$ cat config.mk
export PLATFORM = sky130hd
export DESIGN_NAME = vpu_mem_arb_flat
export DESIGN_NICKNAME = d
export VERILOG_FILES = /design/src/rtl/vpu_mem_arb_if.sv /design/src/rtl/vpu_mem_arb.sv /design/src/flat_wrapper.sv
export SDC_FILE = /design/constraint.sdc
export NUM_CORES = 1
export LEC_CHECK = 0
export CAP_MARGIN = 20
export CORE_MARGIN = 8
export CORE_UTILIZATION = 23
export DETAILED_ROUTE_END_ITERATION = 10
export GPL_TIMING_DRIVEN = 0
export PLACE_DENSITY = 0.95
export SETUP_SLACK_MARGIN = 0.3
export SYNTH_ARGS = -nofsm -noshare
export SYNTH_HDL_FRONTEND = slang
export SYNTH_SLANG_ARGS = --single-unit
$ cat constraint.sdc
create_clock -name clk -period 5.1 [get_ports clk]
set_input_delay 1.02 -clock clk [delete_from_list [all_inputs] [get_ports clk]]
set_output_delay 1.02 -clock clk [all_outputs]
set_load 0.01 [all_outputs]
$ cat src/rtl/vpu_mem_arb_if.sv
// Requester-side and memory-side signal bundle for the scratchpad arbiter.
// The arbiter takes the slave modport; requesters/memory models take master.
interface vpu_mem_arb_if #(
    parameter int unsigned DATA_W = 32,
    parameter int unsigned ADDR_W = 16,
    parameter int unsigned N_REQ  = 2
);
    logic [N_REQ-1:0]        req_valid;
    logic [N_REQ-1:0]        req_we;
    logic [N_REQ-1:0]        req_lock;
    logic [N_REQ*ADDR_W-1:0] req_addr;
    logic [N_REQ*DATA_W-1:0] req_wdata;
    logic [N_REQ-1:0]        req_ready;
    logic [N_REQ-1:0]        rsp_valid;
    logic [DATA_W-1:0]       rsp_data;
    logic                    mem_rdy;
    logic                    mem_en;
    logic                    mem_we;
    logic [ADDR_W-1:0]       mem_addr;
    logic [DATA_W-1:0]       mem_wdata;
    logic [DATA_W-1:0]       mem_rdata;

    modport slave (
        input  req_valid, req_we, req_lock, req_addr, req_wdata, mem_rdy, mem_rdata,
        output req_ready, rsp_valid, rsp_data, mem_en, mem_we, mem_addr, mem_wdata
    );

    modport master (
        output req_valid, req_we, req_lock, req_addr, req_wdata, mem_rdy, mem_rdata,
        input  req_ready, rsp_valid, rsp_data, mem_en, mem_we, mem_addr, mem_wdata
    );
endinterface

$ cat src/rtl/vpu_mem_arb.sv
// Round-robin arbiter with per-requester locking for a single-ported scratchpad.
// Read responses return on a fixed RD_LAT-deep tag pipeline that never stalls.
module vpu_mem_arb #(
    parameter int unsigned DATA_W = 32,
    parameter int unsigned ADDR_W = 16,
    parameter int unsigned N_REQ  = 2,
    parameter int unsigned RD_LAT = 1
) (
    input logic          clk,
    input logic          rst,
    vpu_mem_arb_if.slave bus
);
    localparam int unsigned IdW = (N_REQ > 1) ? $clog2(N_REQ) : 1;

    typedef logic [IdW-1:0] id_t;
    typedef enum logic [0:0] {StArb, StLocked} state_e;

    state_e            state_q, state_d;
    id_t               ptr_q, ptr_d;
    id_t               owner_q, owner_d;
    logic [RD_LAT-1:0] pipe_vld_q;
    id_t               pipe_id_q [RD_LAT];

    logic              grant_vld;
    id_t               winner;
    id_t               cand;
    logic [IdW:0]      sum;
    logic              xfer;

    function automatic id_t wrap_inc(input id_t v);
        return (32'(v) == N_REQ - 1) ? '0 : id_t'(v + 1'b1);
    endfunction

    // Winner selection: owner only while locked, else rotating priority from ptr.
    always_comb begin
        grant_vld = 1'b0;
        winner    = ptr_q;
        cand      = ptr_q;
        sum       = '0;
        if (state_q == StLocked) begin
            winner    = owner_q;
            grant_vld = bus.req_valid[owner_q];
        end else begin
            for (int unsigned k = 0; k < N_REQ; k++) begin
                sum = {1'b0, ptr_q} + (IdW + 1)'(k);
                if (sum >= (IdW + 1)'(N_REQ)) begin
                    sum = sum - (IdW + 1)'(N_REQ);
                end
                cand = sum[IdW-1:0];
                if (!grant_vld && bus.req_valid[cand]) begin
                    grant_vld = 1'b1;
                    winner    = cand;
                end
            end
        end
    end

    assign xfer = rst && grant_vld && bus.mem_rdy;

    always_comb begin
        bus.req_ready = '0;
        if (xfer) begin
            bus.req_ready[winner] = 1'b1;
        end
        bus.mem_en    = xfer;
        bus.mem_we    = xfer && bus.req_we[winner];
        bus.mem_addr  = xfer ? bus.req_addr[32'(winner)*ADDR_W +: ADDR_W] : '0;
        bus.mem_wdata = xfer ? bus.req_wdata[32'(winner)*DATA_W +: DATA_W] : '0;
    end

    always_comb begin
        state_d = state_q;
        ptr_d   = ptr_q;
        owner_d = owner_q;
        if (xfer) begin
            unique case (state_q)
                StArb: begin
                    if (bus.req_lock[winner]) begin
                        state_d = StLocked;
                        owner_d = winner;
                    end else begin
                        ptr_d = wrap_inc(winner);
                    end
                end
                StLocked: begin
                    // Unlocked access by the owner is the last one of the sequence.
                    if (!bus.req_lock[owner_q]) begin
                        state_d = StArb;
                        ptr_d   = wrap_inc(owner_q);
                    end
                end
            endcase
        end
    end

    always_ff @(posedge clk or negedge rst) begin
        if (!rst) begin
            state_q <= StArb;
            ptr_q   <= '0;
            owner_q <= '0;
        end else begin
            state_q <= state_d;
            ptr_q   <= ptr_d;
            owner_q <= owner_d;
        end
    end

    always_ff @(posedge clk or negedge rst) begin
        if (!rst) begin
            pipe_vld_q <= '0;
            for (int i = 0; i < RD_LAT; i++) begin
                pipe_id_q[i] <= '0;
            end
        end else begin
            pipe_vld_q[0] <= xfer && !bus.req_we[winner];
            pipe_id_q[0]  <= winner;
            for (int i = 1; i < RD_LAT; i++) begin
                pipe_vld_q[i] <= pipe_vld_q[i-1];
                pipe_id_q[i]  <= pipe_id_q[i-1];
            end
        end
    end

    always_comb begin
        bus.rsp_valid = '0;
        bus.rsp_data  = '0;
        if (rst && pipe_vld_q[RD_LAT-1]) begin
            bus.rsp_valid[pipe_id_q[RD_LAT-1]] = 1'b1;
            bus.rsp_data                       = bus.mem_rdata;
        end
    end

    // A stalled requester must keep its request unchanged until accepted.
    for (genvar gi = 0; gi < N_REQ; gi++) begin : g_stable
        assert property (@(posedge clk) disable iff (!rst)
            (bus.req_valid[gi] && !bus.req_ready[gi]) |=>
            (!bus.req_valid[gi] ||
             ($stable(bus.req_we[gi]) && $stable(bus.req_lock[gi]) &&
              $stable(bus.req_addr[gi*ADDR_W +: ADDR_W]) &&
              $stable(bus.req_wdata[gi*DATA_W +: DATA_W]))));
    end
endmodule

$ cat src/flat_wrapper.sv
// flat-port wrapper written by rule: the top's interface ports become plain ports
module vpu_mem_arb_flat 
#(
    parameter int unsigned DATA_W = 32,
    parameter int unsigned ADDR_W = 16,
    parameter int unsigned N_REQ  = 2,
    parameter int unsigned RD_LAT = 1
)
  (clk, rst, bus_req_valid, bus_req_we, bus_req_lock, bus_req_addr, bus_req_wdata, bus_mem_rdy, bus_mem_rdata, bus_req_ready, bus_rsp_valid, bus_rsp_data, bus_mem_en, bus_mem_we, bus_mem_addr, bus_mem_wdata);
  vpu_mem_arb_if #(.DATA_W(DATA_W), .ADDR_W(ADDR_W), .N_REQ(N_REQ)) bus_i ();
  input logic clk;
  input logic rst;
  input wire logic [$bits(bus_i.req_valid)-1:0] bus_req_valid;
  input wire logic [$bits(bus_i.req_we)-1:0] bus_req_we;
  input wire logic [$bits(bus_i.req_lock)-1:0] bus_req_lock;
  input wire logic [$bits(bus_i.req_addr)-1:0] bus_req_addr;
  input wire logic [$bits(bus_i.req_wdata)-1:0] bus_req_wdata;
  input wire logic [$bits(bus_i.mem_rdy)-1:0] bus_mem_rdy;
  input wire logic [$bits(bus_i.mem_rdata)-1:0] bus_mem_rdata;
  output wire logic [$bits(bus_i.req_ready)-1:0] bus_req_ready;
  output wire logic [$bits(bus_i.rsp_valid)-1:0] bus_rsp_valid;
  output wire logic [$bits(bus_i.rsp_data)-1:0] bus_rsp_data;
  output wire logic [$bits(bus_i.mem_en)-1:0] bus_mem_en;
  output wire logic [$bits(bus_i.mem_we)-1:0] bus_mem_we;
  output wire logic [$bits(bus_i.mem_addr)-1:0] bus_mem_addr;
  output wire logic [$bits(bus_i.mem_wdata)-1:0] bus_mem_wdata;
  assign bus_i.req_valid = bus_req_valid;
  assign bus_i.req_we = bus_req_we;
  assign bus_i.req_lock = bus_req_lock;
  assign bus_i.req_addr = bus_req_addr;
  assign bus_i.req_wdata = bus_req_wdata;
  assign bus_i.mem_rdy = bus_mem_rdy;
  assign bus_i.mem_rdata = bus_mem_rdata;
  assign bus_req_ready = bus_i.req_ready;
  assign bus_rsp_valid = bus_i.rsp_valid;
  assign bus_rsp_data = bus_i.rsp_data;
  assign bus_mem_en = bus_i.mem_en;
  assign bus_mem_we = bus_i.mem_we;
  assign bus_mem_addr = bus_i.mem_addr;
  assign bus_mem_wdata = bus_i.mem_wdata;
  vpu_mem_arb #(.DATA_W(DATA_W), .ADDR_W(ADDR_W), .N_REQ(N_REQ), .RD_LAT(RD_LAT)) u_core (.clk(clk), .rst(rst), .bus(bus_i));
endmodule
==> results.ini, run 1 <==
[placed_design]
io_buffers = 222
pre_cts_slack_ns = 0.568
hpwlAfterDp_mm = 7.21
gp_congestion = 0.769

[logic_synthesis]
synthesis.area_um2 = 1260
yosysMostFrequentCell = nand2_1
yosys_warnings = 0
synthXorXnorAreaFrac_pct = 0
synthMuxAreaShare_pct = 2.49
synth_top_family_by_area = simple AND/OR/NAND/NOR gates
synth-seq-cells = 5
ys_types = 21
synthSimpleGateAreaFrac_pct = 48.0
synth_edf_count = 0
synth_compound_area_share_pct = 25.7
syn_area_per_cell_um2 = 5.37
synthArstFlopShare_pct = 100
yosys-top-cells-area = nand2_1 (30%), a21oi_1 (20%), and3_1 (16%)
post-synth-top-area-cell = nand2_1
yosys.area.top_type_share_pct = 29.9
synthFlopType = dfrtp_1
synth_nets = 371
synth-adder-area-share_pct = 0.896
synthCells = 234
seq_area_frac_synth_pct = 9.96
synth_top_cells_by_count = nand2_1 (100), a21oi_1 (49), and3_1 (33)

[die]
start_util_pct = 23.2
pin_count = 223
die_h_um = 89.9
row_count = 27
core-area_um2 = 5410
die_area_um2 = 8080
die_w_um = 89.9

[global_route]
grt_antenna_before_repair = 0
grt_overflow_total = 0
grt.total_usage_pct = 19.6
grt_pass1_vias = 2608
grt_pass1_wl_mm = 13.4
grt_start_max_net_pins = 14

[clock_tree]
insertion_delay_ns = 0.22
cts_tree = yes
cts_buffer_depth = 2
cts_root_buffer = clkbuf_8
cts.clk_slew.worst_paths_ns = 0.03
clock_sinks = 5
ctsHoldBuffers = 0
cts_htree_levels = 1
post_cts_buffers = 0
cts_made_buffers = 3
cts_resized = 0

[drt]
drtIter0Drc = 110
routed_wl_mm = 8.43
wl_per_cell_um = 15.8
drc = 0
ant_nets = 0
vias = 2438
dr.pass1.iters = 4
routed_via_density = 4.58

[power]
ir_drop_uv = 115
leakage_uw = 0.00153
power_density_nw_per_um2 = 229

[timing]
period_minus_slack_ns = 4.48
setup_ws_ns = 0.625
finalCritPeriodShare_pct = 87.7
fmax_mhz = 223
finClkSkew_ns = 0.00112
max_slew_margin_pct = 66.8
hold_violations = 0
fin_tns_setup_ns = 0
rsz0062_at_grt = false
setup_viol = 0
slew_viol_final = 0
tightest_slew_ns = 0.498

[critical_path]
crit_type = in -> out
slowest_stage = clkdlybuf4s50_1
cp-end-kind = output pin
worstPathRequired_ns = 4.08
crit_path_start_kind = primary input
reg2reg_setup_slack_ns = 3.45
crit_arrival_ns = 3.46
worstPathCellList = clkdlybuf4s50_1 > o211ai_1 > a21o_1 > clkbuf_1 > clkbuf_1 > a21oi_1 > clkdlybuf4s50_1
path_buf_inv = 4
crit_path_max_incr_delay_ns = 0.75
cp_max_fo = 13
crit_family = buffers and inverters

[job]
cap_viol_max_count = 0

[final_layout]
drive_gt1_share_pct = 3.04
antenna_cells = 0
fin_nets = 598
syn2layout_area_growth_pct = 188

[run_status]
status = completed

[worst_hold_path]
hp-class = reg -> reg

[metal layers]
| layer | up-vias | wire (um) | GRT usage, % | share of wire, % |
|---|---|---|---|---|
| met5 | - | 0 | 0 | 0 |
| met4 | 0 | 91 | 4.30 | 1.1 |
| met3 | 6 | 948 | 8.31 | 11 |
| met2 | 149 | 4220 | 36.2 | 50 |
| met1 | 1051 | 3170 | 19.8 | 38 |
| li1 | 1232 | - | - | - |
[state kept, by name, indices dropped and copies added (netlist names)]
register and cells:
u_core.ptr_q 1, u_core.pipe_vld_q 1, u_core.pipe_id_q 1, u_core.owner_q 1, u_core.state_q 1
[per-stage QoR]
stage	util (%)	area (um^2)	hold slack [ns]	total power, uW	instances
floorplan	-	1260	0.466	458	234
global placement	66.0	3570	0.481	741	528
detailed placement	66.0	3570	0.490	759	528
CTS	66.9	3610	0.498	835	532
global route	66.9	3610	0.521	911	532
finish	66.9	3610	0.493	828	532
[cells in the final DEF, fill, tap and decap left out, types with 2 or more instances in the layout]
| master | Yosys | final |
|---|---|---|
| clkbuf_8 | 0 | 3 |
| a21oi_1 | 49 | 49 |
| o211ai_1 | 2 | 2 |
| clkbuf_1 | 16 | 17 |
| inv_1 | 4 | 4 |
| clkdlybuf4s50_1 | 0 | 222 |
| buf_6 | 7 | 7 |
| nor2_1 | 4 | 4 |
| nand2_1 | 100 | 100 |
| and3_1 | 33 | 33 |
| mux2i_1 | 2 | 2 |
| o21ai_0 | 2 | 2 |
| dfrtp_1 | 5 | 5 |
[cell families (layout without fill, tap and decap cells)]
group           after synthesis  count (layout)
fa+ha+maj                     1               1
flops                         5               5
compound gates               59              59
mux                           3               3
buf+inv                      28             254
simple gates                138             138
[power by group]
part           internal (uW)  switching (uW)
registers               55.1            16.0
logic                    344             341
clock network           53.5            17.2
total                    453             375
[cell type report]
cell class                      count  area [um^2]
Inverter                            5         23.8
Buffer                             23          139
Sequential cell                     5          125
Tap cell                           72         90.1
Timing Repair Buffer              222         2220
Fill cell                         459         1790
Clock buffer                        4         45.0
Multi-Input combinational cell    201          968
[path summary, 6_finish.rpt]
check | start | to | cells after the start
max in group asynchronous | rst | u_core.state_q$_DFFE_PN0P_ | 1
min in group asynchronous | rst | u_core.pipe_vld_q$_DFF_PN0_ | 1
worst max-delay path | rst | bus_mem_wdata[21] | 7
worst max register to register | u_core.owner_q$_DFFE_PN0P_ | u_core.ptr_q$_DFFE_PN0P_ | 5
worst min-delay path | u_core.ptr_q$_DFFE_PN0P_ | u_core.ptr_q$_DFFE_PN0P_ | 1
worst min register to register | u_core.ptr_q$_DFFE_PN0P_ | u_core.ptr_q$_DFFE_PN0P_ | 1
Power figures use the tool's default switching activity.
==> run 2, diff against run 1 <==
- PLACE_DENSITY: 0.95 -> not set
- PLACE_DENSITY_LB_ADDON: not set -> 0.12
==> results.ini, run 2 (same netlist as run 1, synthesis figures left out) <==
[critical_path]
crit_type = in -> out
slowest_stage = clkdlybuf4s50_1
worstPathCellList = clkdlybuf4s50_1 > o211ai_1 > a21o_1 > clkbuf_1 > clkbuf_1 > a21oi_1 > clkdlybuf4s50_1
worstPathRequired_ns = 4.08
crit_path_start_kind = primary input
cp_max_fo = 13
crit_arrival_ns = 3.37
reg2reg_setup_slack_ns = 3.53
cp-end-kind = output pin
crit_path_max_incr_delay_ns = 0.73

[final_layout]
utilization_pct = 66.9
fillers = 498
layout_common_cells = clkdlybuf4s50_1 (222), nand2_1 (100), a21oi_1 (49), and3_1 (33), clkbuf_1 (17)
syn2layout_area_growth_pct = 188
final_common_cell = clkdlybuf4s50_1
drive_gt1_share_pct = 3.04
fin_nets = 598
antenna_cells = 0

[job]
cap_viol_max_count = 0

[timing]
rsz0062_at_grt = false
max_slew_margin_pct = 71.3
slew_viol_final = 0
finClkSkew_ns = 0.000863
fin_tns_setup_ns = 0
fmax_mhz = 228
period_minus_slack_ns = 4.39
setup_viol = 0
hold_violations = 0
finalCritPeriodShare_pct = 86.0
tightest_slew_ns = 0.429

[die]
start_util_pct = 23.2
core-area_um2 = 5410
row_count = 27
die_h_um = 89.9
die_w_um = 89.9
pin_count = 223
die_area_um2 = 8080

[global_route]
grt_pass1_vias = 2547
busiest_layer = met2
met3_usage_pct = 8.15
grt_start_max_net_pins = 14
grt_antenna_before_repair = 0
grt_overflow_total = 0
grt.total_usage_pct = 19.5
grtUsageMet1_pct = 18.8
use_met2_pct = 36.9
grt_pass1_wl_mm = 13.2

[clock_tree]
post_cts_buffers = 0
cts_resized = 0
cts_made_buffers = 3
insertion_delay_ns = 0.22
clock_sinks = 5
cts.clk_slew.worst_paths_ns = 0.03
cts_htree_levels = 1
cts_buffer_depth = 2
cts_root_buffer = clkbuf_8
ctsHoldBuffers = 0
cts_tree = yes

[placed_design]
hpwlAfterDp_mm = 7.26
io_buffers = 222
gp_congestion = 0.794

[run_status]
status = completed

[drt]
routed_wl_mm = 8.30
vias = 2393
drc = 0
dr.pass1.iters = 4
wl_per_cell_um = 15.6
ant_nets = 0
routed_via_density = 4.50
drtIter0Drc = 60

[power]
p_seq_share_pct = 8.5
power_density_nw_per_um2 = 227
p_int_uw = 453
switching_power_uw = 366
leakage_uw = 0.00153
ir_drop_uv = 175
comb_power_share_pct = 82.8
switching_share_pct = 44.7
power_frac_clock_pct = 8.7

[worst_hold_path]
hp-class = reg -> reg

-- run 2: cell type report --
type / instances / area [um^2] / area share, %
timing repair buffer: 222 / 2220 / 61.5
multi-input combinational: 201 / 968 / 26.8
buffer: 23 / 139 / 3.84
sequential: 5 / 125 / 3.46
tap: 72 / 90.1 / 2.49
clock buffer: 4 / 45.0 / 1.25
inverter: 5 / 23.8 / 0.658
-- run 2: power groups by stage --
stage / logic [uW] / registers [uW] / clock network, uW
2_1_floorplan: 391 / 66.2 / 0
3_3_place_gp: 676 / 69.2 / 0
3_5_place_dp: 686 / 69.9 / 0
4_1_cts: 689 / 69.4 / 72.5
5_1_grt: 760 / 72.1 / 73.5
6_report: 678 / 69.6 / 71.0
-- run 2: path summary, 6_finish.rpt --
kind / cells after the start / start / endpoint
min reg2reg: 1 / u_core.ptr_q$_DFFE_PN0P_ / u_core.ptr_q$_DFFE_PN0P_
max reg2reg: 5 / u_core.owner_q$_DFFE_PN0P_ / u_core.ptr_q$_DFFE_PN0P_
max: 7 / rst / bus_mem_wdata[23]
min: 1 / u_core.ptr_q$_DFFE_PN0P_ / u_core.ptr_q$_DFFE_PN0P_
max in group asynchronous: 1 / rst / u_core.pipe_vld_q$_DFF_PN0_
min in group asynchronous: 1 / rst / u_core.ptr_q$_DFFE_PN0P_
-- run 2: per-stage QoR --
step | cell area [um^2] | worst slack (ns) | hold WS, ns | cells | power, uW
4_1_cts | 3610 | 0.632 | 0.508 | 532 | 831
3_3_place_gp | 3570 | 0.652 | 0.495 | 528 | 745
5_1_grt | 3610 | 0.421 | 0.509 | 532 | 906
2_1_floorplan | 1260 | 1.96 | 0.466 | 234 | 458
6_report | 3610 | 0.713 | 0.503 | 532 | 819
3_5_place_dp | 3570 | 0.653 | 0.500 | 528 | 756
-- run 2: critical path: cells and delay by family --
kind	cells	cell delay, ns
buffers and inverters	4	1.80
AO/OA/AOI/OAI	3	0.54
-- run 2: layer usage --
layer | share of wire (%) | up-vias
met5 | 0 | -
met4 | 2.1 | 0
met3 | 11 | 12
met2 | 52 | 123
met1 | 35 | 1026
li1 | - | 1232
==> run 3, diff against run 2 <==
- CAP_MARGIN: 20 -> not set
==> results of run 3 <==
Final layout, timing and power as in run 2 (identical DEF).
